===== src/rtl/xor_sched_if.sv =====
// Request/grant/result bundle for the two-requester bit-serial XOR scheduler.
interface xor_sched_if #(
    parameter int WIDTH = 16
);
    logic             req_0;
    logic             req_1;
    logic [WIDTH-1:0] a_0;
    logic [WIDTH-1:0] b_0;
    logic [WIDTH-1:0] a_1;
    logic [WIDTH-1:0] b_1;
    logic             op_0;
    logic             op_1;
    logic             gnt_0;
    logic             gnt_1;
    logic             busy;
    logic             done;
    logic [WIDTH-1:0] result;
    logic             result_id;

    modport master (
        output req_0, req_1, a_0, b_0, a_1, b_1, op_0, op_1,
        input  gnt_0, gnt_1, busy, done, result, result_id
    );

    modport slave (
        input  req_0, req_1, a_0, b_0, a_1, b_1, op_0, op_1,
        output gnt_0, gnt_1, busy, done, result, result_id
    );
endinterface


===== src/rtl/xor_sched.sv =====
// Round-robin two-requester scheduler feeding one shared 1-bit XOR stage, LSB first.
// Define XOR_SCHED_XNOR_EN to honour the per-request op select (XNOR when op=1).
//
// state | meaning
// IDLE  | waiting for a request; arbitrates and captures operands
// SHIFT | one result bit per edge, WIDTH edges
// DONE  | done pulse cycle; returns to IDLE next edge
module xor_sched #(
    parameter int WIDTH = 16
) (
    input  logic       clk,
    input  logic       reset_n,
    xor_sched_if.slave bus
);
    localparam int CW = (WIDTH > 1) ? $clog2(WIDTH) : 1;
    localparam logic [CW-1:0] LAST_BIT = CW'(WIDTH - 1);

    typedef enum logic [1:0] {IDLE, SHIFT, DONE} state_t;

    state_t           state, state_nx;
    logic [CW-1:0]    cnt, cnt_nx;
    logic [WIDTH-1:0] a_r, a_nx, b_r, b_nx, sr, sr_nx, res_nx;
    logic             last, last_nx, id_r, id_nx;
    logic             gnt0_nx, gnt1_nx, busy_nx, done_nx, resid_nx;
    logic             win, stage_bit;

`ifdef XOR_SCHED_XNOR_EN
    logic op_r, op_nx;
    assign stage_bit = a_r[0] ^ b_r[0] ^ op_r;
`else
    logic unused_op;
    assign unused_op = &{1'b0, bus.op_0, bus.op_1};
    assign stage_bit = a_r[0] ^ b_r[0];
`endif

    // Contention goes to whoever was not granted last; a lone requester always wins.
    assign win = (bus.req_0 && bus.req_1) ? ~last : bus.req_1;

    always_comb begin
        state_nx = state;
        cnt_nx   = cnt;
        a_nx     = a_r;
        b_nx     = b_r;
        sr_nx    = sr;
        last_nx  = last;
        id_nx    = id_r;
        gnt0_nx  = 1'b0;
        gnt1_nx  = 1'b0;
        busy_nx  = bus.busy;
        done_nx  = 1'b0;
        res_nx   = bus.result;
        resid_nx = bus.result_id;
`ifdef XOR_SCHED_XNOR_EN
        op_nx    = op_r;
`endif
        case (state)
            IDLE: begin
                busy_nx = 1'b0;
                if (bus.req_0 || bus.req_1) begin
                    a_nx     = win ? bus.a_1 : bus.a_0;
                    b_nx     = win ? bus.b_1 : bus.b_0;
`ifdef XOR_SCHED_XNOR_EN
                    op_nx    = win ? bus.op_1 : bus.op_0;
`endif
                    cnt_nx   = '0;
                    last_nx  = win;
                    id_nx    = win;
                    gnt0_nx  = ~win;
                    gnt1_nx  = win;
                    busy_nx  = 1'b1;
                    state_nx = SHIFT;
                end
            end
            SHIFT: begin
                a_nx   = a_r >> 1;
                b_nx   = b_r >> 1;
                sr_nx  = sr >> 1;
                sr_nx[WIDTH-1] = stage_bit;
                cnt_nx = cnt + 1'b1;
                if (cnt == LAST_BIT) begin
                    res_nx   = sr_nx;
                    resid_nx = id_r;
                    done_nx  = 1'b1;
                    state_nx = DONE;
                end
            end
            DONE: begin
                busy_nx  = 1'b0;
                state_nx = IDLE;
            end
            default: begin
                busy_nx  = 1'b0;
                state_nx = IDLE;
            end
        endcase
    end

    always_ff @(posedge clk) begin
        if (!reset_n) begin
            state         <= IDLE;
            cnt           <= '0;
            a_r           <= '0;
            b_r           <= '0;
            sr            <= '0;
            last          <= 1'b1;
            id_r          <= 1'b0;
            bus.gnt_0     <= 1'b0;
            bus.gnt_1     <= 1'b0;
            bus.busy      <= 1'b0;
            bus.done      <= 1'b0;
            bus.result    <= '0;
            bus.result_id <= 1'b0;
`ifdef XOR_SCHED_XNOR_EN
            op_r          <= 1'b0;
`endif
        end else begin
            state         <= state_nx;
            cnt           <= cnt_nx;
            a_r           <= a_nx;
            b_r           <= b_nx;
            sr            <= sr_nx;
            last          <= last_nx;
            id_r          <= id_nx;
            bus.gnt_0     <= gnt0_nx;
            bus.gnt_1     <= gnt1_nx;
            bus.busy      <= busy_nx;
            bus.done      <= done_nx;
            bus.result    <= res_nx;
            bus.result_id <= resid_nx;
`ifdef XOR_SCHED_XNOR_EN
            op_r          <= op_nx;
`endif
        end
    end
endmodule


===== src/flat_wrapper.sv =====
// flat-port wrapper written by rule: the top's interface ports become plain ports
module xor_sched_flat 
#(
    parameter int WIDTH = 16
)
  (clk, reset_n, bus_req_0, bus_req_1, bus_a_0, bus_b_0, bus_a_1, bus_b_1, bus_op_0, bus_op_1, bus_gnt_0, bus_gnt_1, bus_busy, bus_done, bus_result, bus_result_id);
  xor_sched_if #(.WIDTH(WIDTH)) bus_i ();
  input  logic clk;
  input  logic reset_n;
  input wire logic [$bits(bus_i.req_0)-1:0] bus_req_0;
  input wire logic [$bits(bus_i.req_1)-1:0] bus_req_1;
  input wire logic [$bits(bus_i.a_0)-1:0] bus_a_0;
  input wire logic [$bits(bus_i.b_0)-1:0] bus_b_0;
  input wire logic [$bits(bus_i.a_1)-1:0] bus_a_1;
  input wire logic [$bits(bus_i.b_1)-1:0] bus_b_1;
  input wire logic [$bits(bus_i.op_0)-1:0] bus_op_0;
  input wire logic [$bits(bus_i.op_1)-1:0] bus_op_1;
  output wire logic [$bits(bus_i.gnt_0)-1:0] bus_gnt_0;
  output wire logic [$bits(bus_i.gnt_1)-1:0] bus_gnt_1;
  output wire logic [$bits(bus_i.busy)-1:0] bus_busy;
  output wire logic [$bits(bus_i.done)-1:0] bus_done;
  output wire logic [$bits(bus_i.result)-1:0] bus_result;
  output wire logic [$bits(bus_i.result_id)-1:0] bus_result_id;
  assign bus_i.req_0 = bus_req_0;
  assign bus_i.req_1 = bus_req_1;
  assign bus_i.a_0 = bus_a_0;
  assign bus_i.b_0 = bus_b_0;
  assign bus_i.a_1 = bus_a_1;
  assign bus_i.b_1 = bus_b_1;
  assign bus_i.op_0 = bus_op_0;
  assign bus_i.op_1 = bus_op_1;
  assign bus_gnt_0 = bus_i.gnt_0;
  assign bus_gnt_1 = bus_i.gnt_1;
  assign bus_busy = bus_i.busy;
  assign bus_done = bus_i.done;
  assign bus_result = bus_i.result;
  assign bus_result_id = bus_i.result_id;
  xor_sched #(.WIDTH(WIDTH)) u_core (.clk(clk), .reset_n(reset_n), .bus(bus_i));
endmodule

===== config.mk =====
export PLATFORM = sky130hd
export DESIGN_NAME = xor_sched_flat
export DESIGN_NICKNAME = d
export VERILOG_FILES = /design/src/rtl/xor_sched_if.sv /design/src/rtl/xor_sched.sv /design/src/flat_wrapper.sv
export SDC_FILE = /design/constraint.sdc
export NUM_CORES = 1
export LEC_CHECK = 0
export CAP_MARGIN = 20
export CORE_ASPECT_RATIO = 1.1
export CORE_MARGIN = 1
export CORE_UTILIZATION = 33
export CTS_BUF_LIST = sky130_fd_sc_hd__clkbuf_4
export CTS_CLUSTER_DIAMETER = 30
export DETAILED_ROUTE_END_ITERATION = 8
export GPL_ROUTABILITY_DRIVEN = 0
export SLEW_MARGIN = 20
export SYNTH_ARGS = -nofsm -noshare
export SYNTH_HDL_FRONTEND = slang
export SYNTH_SLANG_ARGS = --single-unit

===== constraint.sdc =====
create_clock -name clk -period 1.8 [get_ports clk]
set_clock_uncertainty 0.2 [all_clocks]
set_input_delay 0.36 -clock clk [delete_from_list [all_inputs] [get_ports clk]]
set_output_delay 0.36 -clock clk [all_outputs]
set_load 0.03 [all_outputs]

==> results.tsv, run 1 <==
metric	value	unit
r2r worst-path depth	7	
Max VDD drop	0.3143	mV
most frequent cells in the layout	dfxtp_1, clkdlybuf4s50_1, nand2_1	
CP Buf/Inv Count	1	
clk_lat worst skew	400	ps
area of the core	8964	um2
pre-CTS setup slack	-251.3	ps
fin crit share	95.17	%
# port buffers	88	
Seq/Total Area, Yosys	49.57	%
Reg clk slew, reported paths	110	ps
crit path launch type	flop	
die width	93.95	um
Synth cell types	31	
DRC	0	
Initial Util	34.24	%
clk root buf	clkbuf_4	
GRT Total Usage	14.67	%
Routed Antenna Nets	0	
Worst Setup End Kind	output port	
Crit Path Class	flop to output port	
#FFs+latches synth	76	
Avg Vias per Cell	4.959	
Rows	36	
CTS tree	yes	
Worst Hold Class	flop to flop	
clock sinks	76	
I/O pin total	91	
fin cells	539	
Die Y	103.1	um
crit-path cells	dlygate4sd2_1	
Pwr Density	811.2	nW/um2
Lkg Pwr	1.584	nW
layout cells sized above 1	7.529	%
Stages on worst setup path	1	
maximum clock insertion buffer count	2	
die area	9690	um2
Max-Cap Viols	0	
DR vias	2673	
worst hold path stage count	2	
mean post-synth cell area	9.135	um2
1st-pass router iterations	4	
reg2reg end	u_core.bus.result[3]	
Worst Hold Path EP	u_core.bus.result[2]	
WL/cell	12.39	um
RSZ-0062 raised after global routing	no	
Cells after Synth	336	
first-pass GRT wire length	11.16	mm
reg2reg start	u_core.cnt[0]	
CP Data Arrival Time	1150	ps
Util after Layout	47.56	%
Area Growth Syn to Fin	38.89	%
antenna violations before repair	0	
GRT overflow	0	
Mapped Area	3069	um2
nets@finish	491	
largest net degree at the start of global routing	38	
CP max stage cell	dlygate4sd2_1	
min-delay src	u_core.bus.result[2]	
register-to-register setup slack	180	ps
Req. time, crit path	1240	ps
dpl hpwl	4.680	mm
depth of the CTS H-tree	3	
Slew @ Worst Pin	339.4	ps
final hold vios	0	
slowest stage delay, CP	400	ps
maximum clock rate	0.5837	GHz
status	completed	
Worst path top cell family by delay	buffers and inverters	
WL final	6.680	mm
ANT cells	0	
Rel. slew slack	77.37	%
fin crit period	1713	ps
Synth Warn #	0	
vias in the first global route	2493	
1st-iter DRT viols	95	
Num CTS Buffers	9	
Post-Syn Nets	407	
final max-slew violation count	0	
worst setup margin	86.93	ps
Worst Path Max Fanout	2	
Final setup viols	0	
# hold bufs at CTS	0	
DP Cell Count	523	
most common library cell in the layout ignoring fill and taps	dfxtp_1	
-- registers in the layout (all words and copies together) (netlist names), 2 cells and up --
| register | count |
|---|---|
| u_core.a_r | 16 |
| u_core.b_r | 16 |
| u_core.bus.result | 16 |
| u_core.sr | 15 |
| u_core.cnt | 4 |
| u_core.state | 2 |
-- per-layer routing --
| layer | part of all wire (%) | track usage, % | vias to the layer above |
|---|---|---|---|
| li1 | - | - | 1382 |
| met1 | 44 | 16.28 | 1203 |
| met2 | 49 | 26.84 | 79 |
| met3 | 5.9 | 3.540 | 9 |
| met4 | 1.3 | 6.036 | 0 |
| met5 | 0 | 0 | - |
-- worst max-delay path by stage --
stage,startpoint,end
finish,u_core.bus.result[14],bus_result[14]
global route,u_core.bus.result[12],bus_result[12]
CTS,u_core.cnt[0],u_core.bus.result[3]
detailed placement,bus_req_1,u_core.a_r[7]
global placement,bus_req_1,u_core.a_r[7]
floorplan,u_core.cnt[0],u_core.bus.result[10]
-- cell usage after synthesis --
cell type | number | area [um2]
nand4_1 | 1 | 6.260
nand3b_1 | 1 | 7.510
inv_2 | 1 | 3.750
nand2_1 | 66 | 247.7
a21boi_0 | 1 | 7.510
a211oi_1 | 2 | 15.01
nor2_1 | 10 | 37.54
clkbuf_1 | 10 | 37.54
ha_1 | 1 | 12.51
o311ai_0 | 1 | 8.760
clkbuf_2 | 1 | 5.000
and3_1 | 1 | 6.260
nor3_1 | 2 | 10.01
or3_1 | 1 | 6.260
nand3_1 | 5 | 25.02
buf_4 | 7 | 52.55
buf_2 | 8 | 40.04
dfxtp_1 | 76 | 1521
nand2b_1 | 1 | 6.260
a22oi_1 | 31 | 232.7
or2_1 | 2 | 12.51
or2_0 | 1 | 6.260
mux2i_1 | 32 | 320.3
nor2_4 | 1 | 11.26
o22ai_1 | 30 | 187.7
o21ai_0 | 2 | 10.01
nor2b_1 | 1 | 6.260
a21oi_1 | 35 | 175.2
buf_6 | 3 | 33.78
o21a_1 | 1 | 7.510
xnor2_1 | 1 | 8.760
-- area by class of cell --
| class | count | area [um2] |
|---|---|---|
| fill | 881 | 4701 |
| sequential | 76 | 1521 |
| multi-input combinational | 230 | 1394 |
| timing repair buffer | 102 | 1047 |
| tap | 114 | 142.6 |
| clock inverter | 6 | 78.83 |
| clock buffer | 10 | 75.07 |
| inverter | 1 | 3.754 |
-- timing repair --
action / in CTS / in global routing
endpoints found under the setup margin: 21 / 16
setup buffers: 0 / 0
pin swaps: 0 / 0
resized for setup: 21 / 1
-- where the power goes --
group          internal [W]  switching [W]  total (W)
Combinational      0.000289       0.000225   0.000514
Clock              0.000567       0.000563    0.00113
Sequential          0.00176      0.0000502    0.00181
-- cells by family (layout without fill, tap and decap cells) --
group | after synthesis | count (layout) | synth area share (%)
compound gates | 103 | 103 | 20.99
xor+xnor | 1 | 1 | 0.2854
fa+ha+maj | 1 | 1 | 0.4076
buf+inv | 30 | 119 | 5.626
flops | 76 | 76 | 49.57
mux | 32 | 32 | 10.44
simple gates | 93 | 93 | 12.68
-- stage by stage --
| step | total power (W) | hold WS, ps | instance area [um2] | setup TNS, ps |
|---|---|---|---|---|
| global route | 0.003616 | 281.3 | 4263 | 0 |
| detailed placement | 0.002378 | 246.2 | 4135 | -7063 |
| floorplan | 0.002122 | 231.8 | 3069 | 0 |
| CTS | 0.003505 | 259.9 | 4263 | 0 |
| global placement | 0.002368 | 242.5 | 4135 | -6267 |
| finish | 0.003458 | 256.7 | 4263 | 0 |
Power figures use the tool's default switching activity.
==> run 2: changes to the inputs <==
--- a/config.mk
+++ b/config.mk
@@ -5,7 +5,7 @@
 export SDC_FILE = /design/constraint.sdc
 export NUM_CORES = 1
 export LEC_CHECK = 0
-export CAP_MARGIN = 20
+export CAP_MARGIN = 30
 export CORE_ASPECT_RATIO = 1.1
 export CORE_MARGIN = 1
 export CORE_UTILIZATION = 33
==> results of run 2 <==
Same layout as run 1: the final DEF is identical, and so are final timing and power.
==> run 3: changes to the inputs <==
==> constraint.sdc (replaced) <==
create_clock -name clk -period 1.8 [get_ports clk]
set_clock_uncertainty 0.2 [all_clocks]
set_input_delay 0.36 -clock clk [delete_from_list [all_inputs] [get_ports clk]]
set_output_delay 0.36 -clock clk [all_outputs]
set_load 0.005 [all_outputs]
==> results.tsv, run 3 (same netlist as run 1, synthesis figures left out) <==
metric	value	unit	change
RSZ-0062 raised after global routing	no		unchanged
1st-iter DRT viols	100		was 95
fin cells	541		was 539
reg2reg end	u_core.bus.result[3]		unchanged
register area	1544	um2	was 1521 um2
clk root buf	clkbuf_4		unchanged
footprint of the multi-input gates	1394	um2	unchanged
CP endpoint	u_core.a_r[7]		was bus_result[14]
Sw Pwr	0.0008304	W	was 0.0008382 W
Req. time, crit path	1880	ps	was 1240 ps
die width	93.95	um	unchanged
largest net degree at the start of global routing	38		unchanged
Area Growth Syn to Fin	40.36	%	was 38.89%
Critical Path Start	bus_req_1		was u_core.bus.result[14]
Worst Path Max Fanout	35		was 2
reg2reg start	u_core.cnt[0]		unchanged
CP Data Arrival Time	1720	ps	was 1150 ps
DP Cell Count	523		unchanged
Rows	36		unchanged
most frequent cells in the layout	clkdlybuf4s50_1, nand2_1, dfxtp_1		was dfxtp_1, clkdlybuf4s50_1, nand2_1
clock sinks	76		unchanged
internal power	0.002621	W	was 0.002620 W
fin crit share	90.90	%	was 95.17%
Sw Ratio	24.06	%	was 24.24%
area of the core	8964	um2	unchanged
I/O pin total	91		unchanged
sequential share of power	52.6	%	was 52.5%
Max VDD drop	0.3144	mV	was 0.3143 mV
WL/cell	12.45	um	was 12.39 um
WL final	6.734	mm	was 6.680 mm
Reg clk slew, reported paths	110	ps	about the same
Final setup viols	0		unchanged
depth of the CTS H-tree	3		unchanged
layout cells sized above 1	12.18	%	was 7.529%
Crit Path Class	primary input to flop		was flop to output port
Rel. slew slack	77.47	%	was 77.37%
first-pass GRT wire length	11.17	mm	was 11.16 mm
r2r worst-path depth	7		unchanged
Initial Util	34.24	%	unchanged
Largest regs	u_core.a_r x16, u_core.b_r x16, u_core.bus.result x16		unchanged
GRT Total Usage	14.71	%	was 14.67%
fin crit period	1636	ps	was 1713 ps
clock power share	32.7	%	about the same
1st-pass router iterations	4		unchanged
clk_lat worst skew	400	ps	about the same
most common library cell in the layout ignoring fill and taps	clkdlybuf4s50_1		was dfxtp_1
status	completed		unchanged
dpl cell area	4135	um2	unchanged
post-route cell area	4308	um2	was 4263 um2
register-to-register setup slack	170	ps	was 180 ps
Slew @ Worst Pin	337.9	ps	was 339.4 ps
Pwr Density	801.1	nW/um2	was 811.2 nW/um2
layout filler cell count	874		was 881
Worst Hold Class	flop to flop		unchanged
Die Y	103.1	um	unchanged
slowest stage delay, CP	500	ps	was 400 ps
final hold vios	0		unchanged
Avg Vias per Cell	4.917		was 4.959
vias in the first global route	2496		was 2493
Routed Antenna Nets	0		unchanged
# port buffers	88		unchanged
maximum clock insertion buffer count	2		unchanged
CTS tree	yes		unchanged
die area	9690	um2	unchanged
CP max stage cell	clkdlybuf4s50_1		was dlygate4sd2_1
crit-path cells	clkdlybuf4s50_1, a21boi_4, buf_12, mux2i_1, o22ai_1		was dlygate4sd2_1
Gate power share	14.7	%	was 14.9%
Max-Cap Viols	0		unchanged
DR vias	2660		was 2673
maximum clock rate	0.6112	GHz	was 0.5837 GHz
Worst Setup End Kind	flop		was output port
GRT overflow	0		unchanged
Lkg Pwr	1.629	nW	was 1.584 nW
ANT cells	0		unchanged
DRC	0		unchanged
final max-slew violation count	0		unchanged
Hold WS	253.0	ps	was 256.7 ps
antenna violations before repair	0		unchanged
Num CTS Buffers	9		unchanged
dpl hpwl	4.680	mm	unchanged
crit path launch type	primary input		was flop
nets@finish	493		was 491
run 3: cell count changes in the layout (fill, tap and decap cells not counted):
cell,delta
dfxtp_1,-18
dfxtp_2,+18
buf_4,+2
dlygate4sd2_1,-2
dlymetal6s2s_1,+2
run 3: how the worst min path moves through the flow:
stage / slack [ps] / endpoint / depth (start not counted) / from
after detailed placement: 250 / u_core.bus.result[6] / 2 / u_core.bus.result[6]
after floorplan: 230 / u_core.last / 1 / reset_n
after CTS: 260 / u_core.bus.result[6] / 2 / u_core.bus.result[6]
after global placement: 240 / u_core.bus.result[2] / 2 / u_core.bus.result[2]
final: 250 / u_core.bus.result[5] / 2 / u_core.bus.result[5]
after global routing: 270 / u_core.bus.result[1] / 2 / u_core.bus.result[1]
run 3: metal layers:
layer | vias to the layer above | wire length [um] | track usage, %
met5 | - | 0 | 0
met4 | 0 | 89 | 6.036
met3 | 9 | 362 | 3.540
met2 | 77 | 3325 | 26.78
met1 | 1198 | 2956 | 16.41
li1 | 1376 | - | -
run 3: per-stage QoR:
stage               TNS (ps)  total power (W)  setup WS [ps]  util (%)
floorplan                  0         0.002113          218.2         -
global placement       -6267         0.002359         -230.7     46.13
detailed placement     -7063         0.002369         -251.3     46.13
CTS                        0         0.003497         0.3301     47.99
global route               0         0.003608          64.79     48.06
finish                     0         0.003451          163.8     48.06
run 3: power by group through the flow:
stage               sequential [W]  clock, W  combinational [W]
floorplan                  0.00184         0           0.000276
global placement           0.00185         0           0.000507
detailed placement         0.00185         0           0.000516
CTS                        0.00182   0.00117           0.000515
global route               0.00183   0.00123           0.000552
finish                     0.00181   0.00113           0.000507
run 3: area by class of cell:
| cell class | instances | area share, % |
|---|---|---|
| inverters | 1 | 0.08713 |
| clock inverters | 6 | 1.830 |
| multi-input cells | 230 | 32.36 |
| well taps | 114 | 3.311 |
| repair buffers | 104 | 24.83 |
| clock buffers | 10 | 1.743 |
| flip-flops and latches | 76 | 35.84 |
run 3: worst max-delay path, delay by kind of cell:
kind	cells	cell delay, ps
AO/OA/AOI/OAI	2	310
buffers and inverters	2	750
multiplexers	1	270
run 3: timing repair:
item / 4_1_cts / 5_1_grt
buffers inserted: 2 / 0
endpoints found under the setup margin: 20 / 18
resized for setup: 36 / 4
hold buffers: 0 / 0
